$ cat src/rtl/overlay_compositor.sv
// overlay_compositor: merges emblem overlay onto background with frame-synchronous fade; OVERLAY_FADE_EN builds the fade FSM.
// Latency: 2 cycles from inputs to rgb_out/hsync_out/vsync_out, identical for all three.
// Backpressure: none; one pixel accepted and produced every clock.
module overlay_compositor #(
  parameter int FADE_FRAMES     = 8,
  parameter bit SYNC_ACTIVE_LOW = 1'b1
) (
  input  logic       clk,
  input  logic       rst,
  input  logic       frame_tick,
  input  logic       hsync_in,
  input  logic       vsync_in,
  input  logic       active,
  input  logic [5:0] bg_rgb,
  input  logic       ov_draw,
  input  logic [5:0] ov_rgb,
  input  logic       show,
  output logic [5:0] rgb_out,
  output logic       hsync_out,
  output logic       vsync_out,
  output logic [2:0] fade_level,
  output logic       busy
);

  typedef enum logic [1:0] {HIDDEN, FADE_IN, SHOWN, FADE_OUT} state_t;

  state_t     state, state_nxt;
  logic [2:0] level, level_nxt;

  logic       s1_hs, s1_vs, s1_act, s1_draw;
  logic [5:0] s1_bg, s1_ov;
  logic [2:0] s1_level;
  logic [5:0] blend;

  always_ff @(posedge clk) begin
    if (rst) begin
      state <= HIDDEN;
      level <= 3'd0;
    end else begin
      state <= state_nxt;
      level <= level_nxt;
    end
  end

`ifdef OVERLAY_FADE_EN
  localparam int CNT_W = (FADE_FRAMES < 1) ? 1 : $clog2(FADE_FRAMES + 1);

  logic [CNT_W-1:0] cnt, cnt_nxt, cnt_inc;

  assign cnt_inc = cnt + CNT_W'(1);

  always_ff @(posedge clk) begin
    if (rst) cnt <= '0;
    else     cnt <= cnt_nxt;
  end

  // A show change reverses direction from the current level without stepping it.
  always_comb begin
    state_nxt = state;
    level_nxt = level;
    cnt_nxt   = cnt;
    if (frame_tick) begin
      case (state)
        HIDDEN: begin
          if (show) begin
            state_nxt = FADE_IN;
            cnt_nxt   = '0;
          end
        end
        FADE_IN: begin
          if (!show) begin
            state_nxt = FADE_OUT;
            cnt_nxt   = '0;
          end else if (cnt_inc == CNT_W'(FADE_FRAMES)) begin
            cnt_nxt   = '0;
            level_nxt = level + 3'd1;
            if (level == 3'd3) state_nxt = SHOWN;
          end else begin
            cnt_nxt = cnt_inc;
          end
        end
        SHOWN: begin
          if (!show) begin
            state_nxt = FADE_OUT;
            cnt_nxt   = '0;
          end
        end
        FADE_OUT: begin
          if (show) begin
            state_nxt = FADE_IN;
            cnt_nxt   = '0;
          end else if (cnt_inc == CNT_W'(FADE_FRAMES)) begin
            cnt_nxt   = '0;
            level_nxt = level - 3'd1;
            if (level == 3'd1) state_nxt = HIDDEN;
          end else begin
            cnt_nxt = cnt_inc;
          end
        end
        default: state_nxt = HIDDEN;
      endcase
    end
  end

  assign busy = (state == FADE_IN) || (state == FADE_OUT);

  // Rounded alpha mix of one 2-bit channel; the sum never exceeds 14 so 4 bits suffice.
  function automatic logic [1:0] mix(input logic [1:0] ov, input logic [1:0] bg,
                                     input logic [2:0] l);
    return 2'((4'(ov) * 4'(l) + 4'(bg) * (4'd4 - 4'(l)) + 4'd2) >> 2);
  endfunction

  always_comb begin
    blend = s1_bg;
    if (s1_draw) begin
      blend = {mix(s1_ov[5:4], s1_bg[5:4], s1_level),
               mix(s1_ov[3:2], s1_bg[3:2], s1_level),
               mix(s1_ov[1:0], s1_bg[1:0], s1_level)};
    end
  end
`else
  logic fade_frames_unused;
  assign fade_frames_unused = (FADE_FRAMES >= 1);

  always_comb begin
    state_nxt = state;
    level_nxt = level;
    if (frame_tick) begin
      state_nxt = show ? SHOWN : HIDDEN;
      level_nxt = show ? 3'd4 : 3'd0;
    end
  end

  assign busy = 1'b0;

  always_comb begin
    blend = s1_bg;
    if (s1_draw && (s1_level == 3'd4)) blend = s1_ov;
  end
`endif

  assign fade_level = level;

  // Stage 1 takes the next level so the pixel sampled on the tick edge already uses it.
  always_ff @(posedge clk) begin
    if (rst) begin
      s1_hs     <= SYNC_ACTIVE_LOW;
      s1_vs     <= SYNC_ACTIVE_LOW;
      s1_act    <= 1'b0;
      s1_bg     <= 6'd0;
      s1_draw   <= 1'b0;
      s1_ov     <= 6'd0;
      s1_level  <= 3'd0;
      rgb_out   <= 6'd0;
      hsync_out <= SYNC_ACTIVE_LOW;
      vsync_out <= SYNC_ACTIVE_LOW;
    end else begin
      s1_hs     <= hsync_in;
      s1_vs     <= vsync_in;
      s1_act    <= active;
      s1_bg     <= bg_rgb;
      s1_draw   <= ov_draw;
      s1_ov     <= ov_rgb;
      s1_level  <= level_nxt;
      rgb_out   <= s1_act ? blend : 6'd0;
      hsync_out <= s1_hs;
      vsync_out <= s1_vs;
    end
  end

endmodule

$ cat config.mk
export PLATFORM = sky130hd
export DESIGN_NAME = overlay_compositor
export DESIGN_NICKNAME = d
export VERILOG_FILES = /design/src/rtl/overlay_compositor.sv
export SDC_FILE = /design/constraint.sdc
export NUM_CORES = 1
export LEC_CHECK = 0
export CAP_MARGIN = 25
export CORE_MARGIN = 1.5
export CORE_UTILIZATION = 30
export DETAILED_ROUTE_END_ITERATION = 12
export PLACE_DENSITY_LB_ADDON = 0.1
export SYNTH_ARGS = -nofsm -noshare
export SYNTH_HDL_FRONTEND = slang
export SYNTH_SLANG_ARGS = --single-unit
$ cat constraint.sdc
create_clock -name clk -period 0.9 [get_ports clk]
set_input_delay 0.135 -clock clk [delete_from_list [all_inputs] [get_ports clk]]
set_output_delay 0.135 -clock clk [all_outputs]
set_load 0.005 [all_outputs]
== After elaboration in Yosys (flattened, before gate mapping) ==
Index checks and enable logic that the tools add are counted.

* Logic and storage cells: 16
* Register bits after elaboration: 27
* Output and inout port bits: 12

* Multiplexer cells: 2
* Eq/ne operators: 1
* Bitwise gates (word level): 1
* Reduce and logical (&&, ||, !) cells: 2

{| class="wikitable"
|+ Operators by type and width
! kind !! number
|-
| 6-bit 2-to-1 mux || 1
|-
| 3-bit equality test (second input constant) || 1
|-
| 3-bit 2-to-1 mux || 1
|-
| 2-bit OR reduction || 1
|-
| 1-bit logical AND || 1
|-
| 1-bit inverter || 1
|}

== Depth between registers and ports, before layout ==
* Depth in word-level cells: 3
* Mapped depth: 3

== Worst setup path before layout ==
No wires, ideal clock.

* Path type: register to register
* Start: register s1_level[2]
* End: register rgb_out[0]
* Arrival time: 0.750 ns
* Clock period less this slack: 0.816 ns
* Buffers on the path: 1
* Required time: 0.834 ns
* Path slack: 0.084 ns
* Stages on the path, launching flop included: 4
* Cells stage by stage: dfxtp_1 > buf_6 > a21bo_1 > a21oi_2

* Longest elaborated chain between the ends: 3

{| class="wikitable"
|+ Ends and longest elaborated chain
! element !! line !! text
|-
| from (decl) || 32 || <nowiki>logic [2:0] s1_level;</nowiki>
|-
| from (signal assigned) || 164 || <nowiki>s1_level <= level_nxt;</nowiki>
|-
| 3-bit equality test || 138 || <nowiki>if (s1_draw && (s1_level == 3'd4)) blend = s1_ov;</nowiki>
|-
| 1-bit logical AND || 138 ||
|-
| 6-bit 2-to-1 mux || 138 ||
|-
| to (signal assigned) || 165 || <nowiki>rgb_out <= s1_act ? blend : 6'd0;</nowiki>
|-
| to (decl) || 18 || <nowiki>output logic [5:0] rgb_out,</nowiki>
|}

No other way between the ends.
A chain may end at the register's enable or synchronous reset.

==> flow_results.org <==
** Run status
- Outcome :: complete, but fails checks
- Violated checks :: setup timing

** Detailed routing
- Wires add up to 1.351 mm.
- Post-detailed-route DRC marker count :: 0
- Drt via density :: 4.170
- Number of search-and-repair iterations in the first detailed-routing pass :: 4
- Average wire per standard cell :: 10.01 um
- Once detail routing completed, the nets flagged for antenna violations numbered 0.
- The first routing iteration left 5 violations.
- Detailed routing inserted a total of 563 vias.

** Timing
- Setup violations remaining at the end of the flow were counted as 1.
- The count of final max-slew check failures was 0.
- Final critical path time including I/O delays and setup :: 0.9030 ns
- Worst setup margin :: -0.002981 ns
- Peak clock frequency supported by timing :: 1.107 GHz
- Setup repair after global routing could not meet its margin everywhere.
- Final Cycle Share :: 100.3%
- Final Hold Violating Endpoints :: 0
- Clock skew on the completed layout was measured at 0.007156 ns.

** Floorplan
- In this run the horizontal extent of the chip is 55.98 um.
- # IOs :: 32
- In this run the core area contains 19 standard-cell rows.
- Measured along the y axis, the die boundary spans 55.98 um.
- The die covers 0.003134 mm^2.
- Initial Utilization :: 31.07%
- Core area :: 0.002710 mm^2

** CTS
- The later pin in the worst-skew pair is clocked with a latency of 0.31 ns.
- TritonCTS clock tree :: yes
- Setup fix buffers added after clock tree synthesis :: 0
- TritonCTS created 3 clock buffers.
- Register clock-pin slew on the reported worst setup and hold paths :: 0.13 ns
- Post-cts repair resize count :: 37
- CTS built an H-tree with a depth of 1.
- CTS sink count :: 25
- After clock tree synthesis, the flow added hold-fix buffers numbering 0.
- Counting along the longest clock path gives a buffer depth of 2.
- Clock tree root driver cell :: clkbuf_4

** Placement
- Worst setup slack before clock tree synthesis :: -0.2068 ns
- Number of buffers inserted by port buffering :: 28
- DPL Wire Length :: 993.5 um
- Post-Place Cells :: 131
- Routability-driven placement finished with a final weighted congestion of 0.6216.

** Worst setup path
- The worst setup path is captured at an output port.
- Category of the worst setup path launch point :: register
- At the worst endpoint, the arrival time is 0.77 ns.
- Worst setup path category :: register to output port
- Slowest stage cell on the critical path :: dfxtp_2
- On the critical path the largest part of the delay comes from flip-flops.
- The signal on the critical path passes through buf_2.
- Largest fanout on the critical path :: 2
- On the worst path, the slowest cell contributes a delay of 0.34 ns.
- At the worst endpoint, the required time is 0.76 ns.
- The number of buffers and inverters on the critical path is 1.

** Final layout
- Relative to the synthesized area, the layout overhead comes to 34.62%.
- Number of diodes added for antenna fixing :: 0
- Area used by multi-input combinational logic :: 294.0 um^2
- Final-stage net count :: 125
- In the final layout, the share of cells above drive strength 1 is 25.96%.
- Post-route non-filler standard cell count :: 135
- Register area :: 501.7 um^2
- Counting the fill cells in the layout gives 297.

** Pwr
- VDD sags by at most 0.001109 V.
- Leakage power :: 0.4658 nW
- Power Dens Cells :: 1631 mW/mm^2

** Synth
- Count of unique library cells instantiated by Yosys :: 14
- The average instance in the mapped netlist occupies 11.70 um^2.
- Total of flip-flops plus latches after synthesis :: 25
- Cell Area, Synth :: 842.1 um^2
- Of the total synthesized cell area, the portion taken by XOR and XNOR cells is 0%.
- Post-synthesis compound-gate area fraction :: 13.37%
- Simple logic cell fraction of the synthesized area :: 19.02%
- Post-synthesis mux area share :: 1.189%
- Ranked by total cell area, the synthesized netlist is headed by dfxtp_1 59%, nor2b_1 10%, a21oi_2 6.2%.
- Area fraction of the dominant cell type after synthesis :: 59.44%
- After synthesis, flip-flops and latches occupy 59.44% of the total area.
- After synthesis, the largest family of logic cells by area is simple AND/OR/NAND/NOR gates.
- Ys Warns :: 0
- The largest total area in the synthesized netlist belongs to dfxtp_1.
- Synthesis produced a netlist whose cell count is 72.
- Adder and majority gate portion of the synthesized area :: 0%

** Global route
- Total routing usage reported by global routing :: 9.515%
- Aggregate global routing overflow :: 0
- Number of global-route vias before repair :: 504
- The first global-routing pass estimated 2.228 mm of wire.
- Antenna violations before repair :: 0
- Entering global routing, the biggest net connects 14 pins.

** Worst hold path
- The tightest min-delay check is of the input pin to register type.

** Flow run
- Maxcap violations :: 0
## registers in the layout (all words and copies together) (netlist names)
signal	flops
vsync_out	1
rgb_out	6
hsync_out	1
s1_hs	1
s1_level	1
s1_draw	1
s1_act	1
s1_vs	1
s1_bg	6
s1_ov	6
## routing by layer
layer	vias to the layer above	share of wire [%]	track usage, %
met5	-	0	0
met4	0	1.3	4.082
met3	2	7.7	4.651
met2	22	50	15.63
met1	252	41	10.36
li1	287	-	-
## cell usage in the layout (no fill, tap or decap)
master / count
a21bo_1: 4
clkbuf_4: 3
a21oi_2: 6
conb_1: 3
buf_2: 9
or2_1: 4
nor2b_1: 14
dfxtp_1: 24
a21bo_2: 2
nand3_1: 6
dfxtp_2: 1
clkbuf_1: 1
buf_4: 5
clkdlybuf4s50_1: 19
mux2i_1: 1
nand2b_4: 1
nor2_1: 1
## synthesized netlist by cell type
| library cell | instances |
|---|---|
| nand2b_4 | 1 |
| dfxtp_1 | 25 |
| buf_6 | 2 |
| buf_2 | 2 |
| nand3_1 | 6 |
| buf_4 | 3 |
| nor2b_1 | 14 |
| a21bo_2 | 2 |
| or2_1 | 4 |
| a21bo_1 | 4 |
| a21oi_2 | 6 |
| conb_1 | 1 |
| mux2i_1 | 1 |
| nor2_1 | 1 |
## power breakdown
part | switching (W) | internal (W)
Sequential | 0.0000121 | 0.00116
Combinational | 0.0000694 | 0.000134
Clock | 0.000305 | 0.000173
## path summary, 6_finish.rpt
kind	from	endpoint	slack (ns)	cells past startpoint
worst max-delay path	s1_level[2]	fade_level[2]	-0.003	1
worst min-delay path	ov_rgb[2]	s1_ov[2]	0.36	2
worst max register to register	s1_level[2]	rgb_out[2]	0.01	3
worst min register to register	s1_hs	hsync_out	0.42	1
## stage by stage
stage                     hold slack (ns)  area, um^2   TNS [ns]  utilization [%]  total power, W
after floorplan                    0.2321       849.6          0                -        0.001297
after global placement             0.3985        1151     -3.837            42.47        0.001409
after detailed placement           0.3919        1151     -4.354            42.47        0.001410
after CTS                          0.3501        1134   -0.02495            41.83        0.001880
after global routing               0.3407        1134    -0.3934            41.83        0.001954
final                              0.3578        1134  -0.002981            41.83        0.001849
## cells by family (layout without fill, tap and decap cells)
| kind of cell | Yosys count | after routing |
|---|---|---|
| compound gates | 12 | 12 |
| buf+inv | 7 | 37 |
| flops | 25 | 25 |
| mux | 1 | 1 |
| other cells | 1 | 3 |
| simple gates | 26 | 26 |
## final cells by class
cell class | instances | area share, %
clock buffers | 4 | 2.318
repair buffers | 33 | 24.06
flip-flops and latches | 25 | 44.26
well taps | 31 | 3.422
multi-input cells | 42 | 25.94
Note: power is estimated with default switching activity, not from simulation.
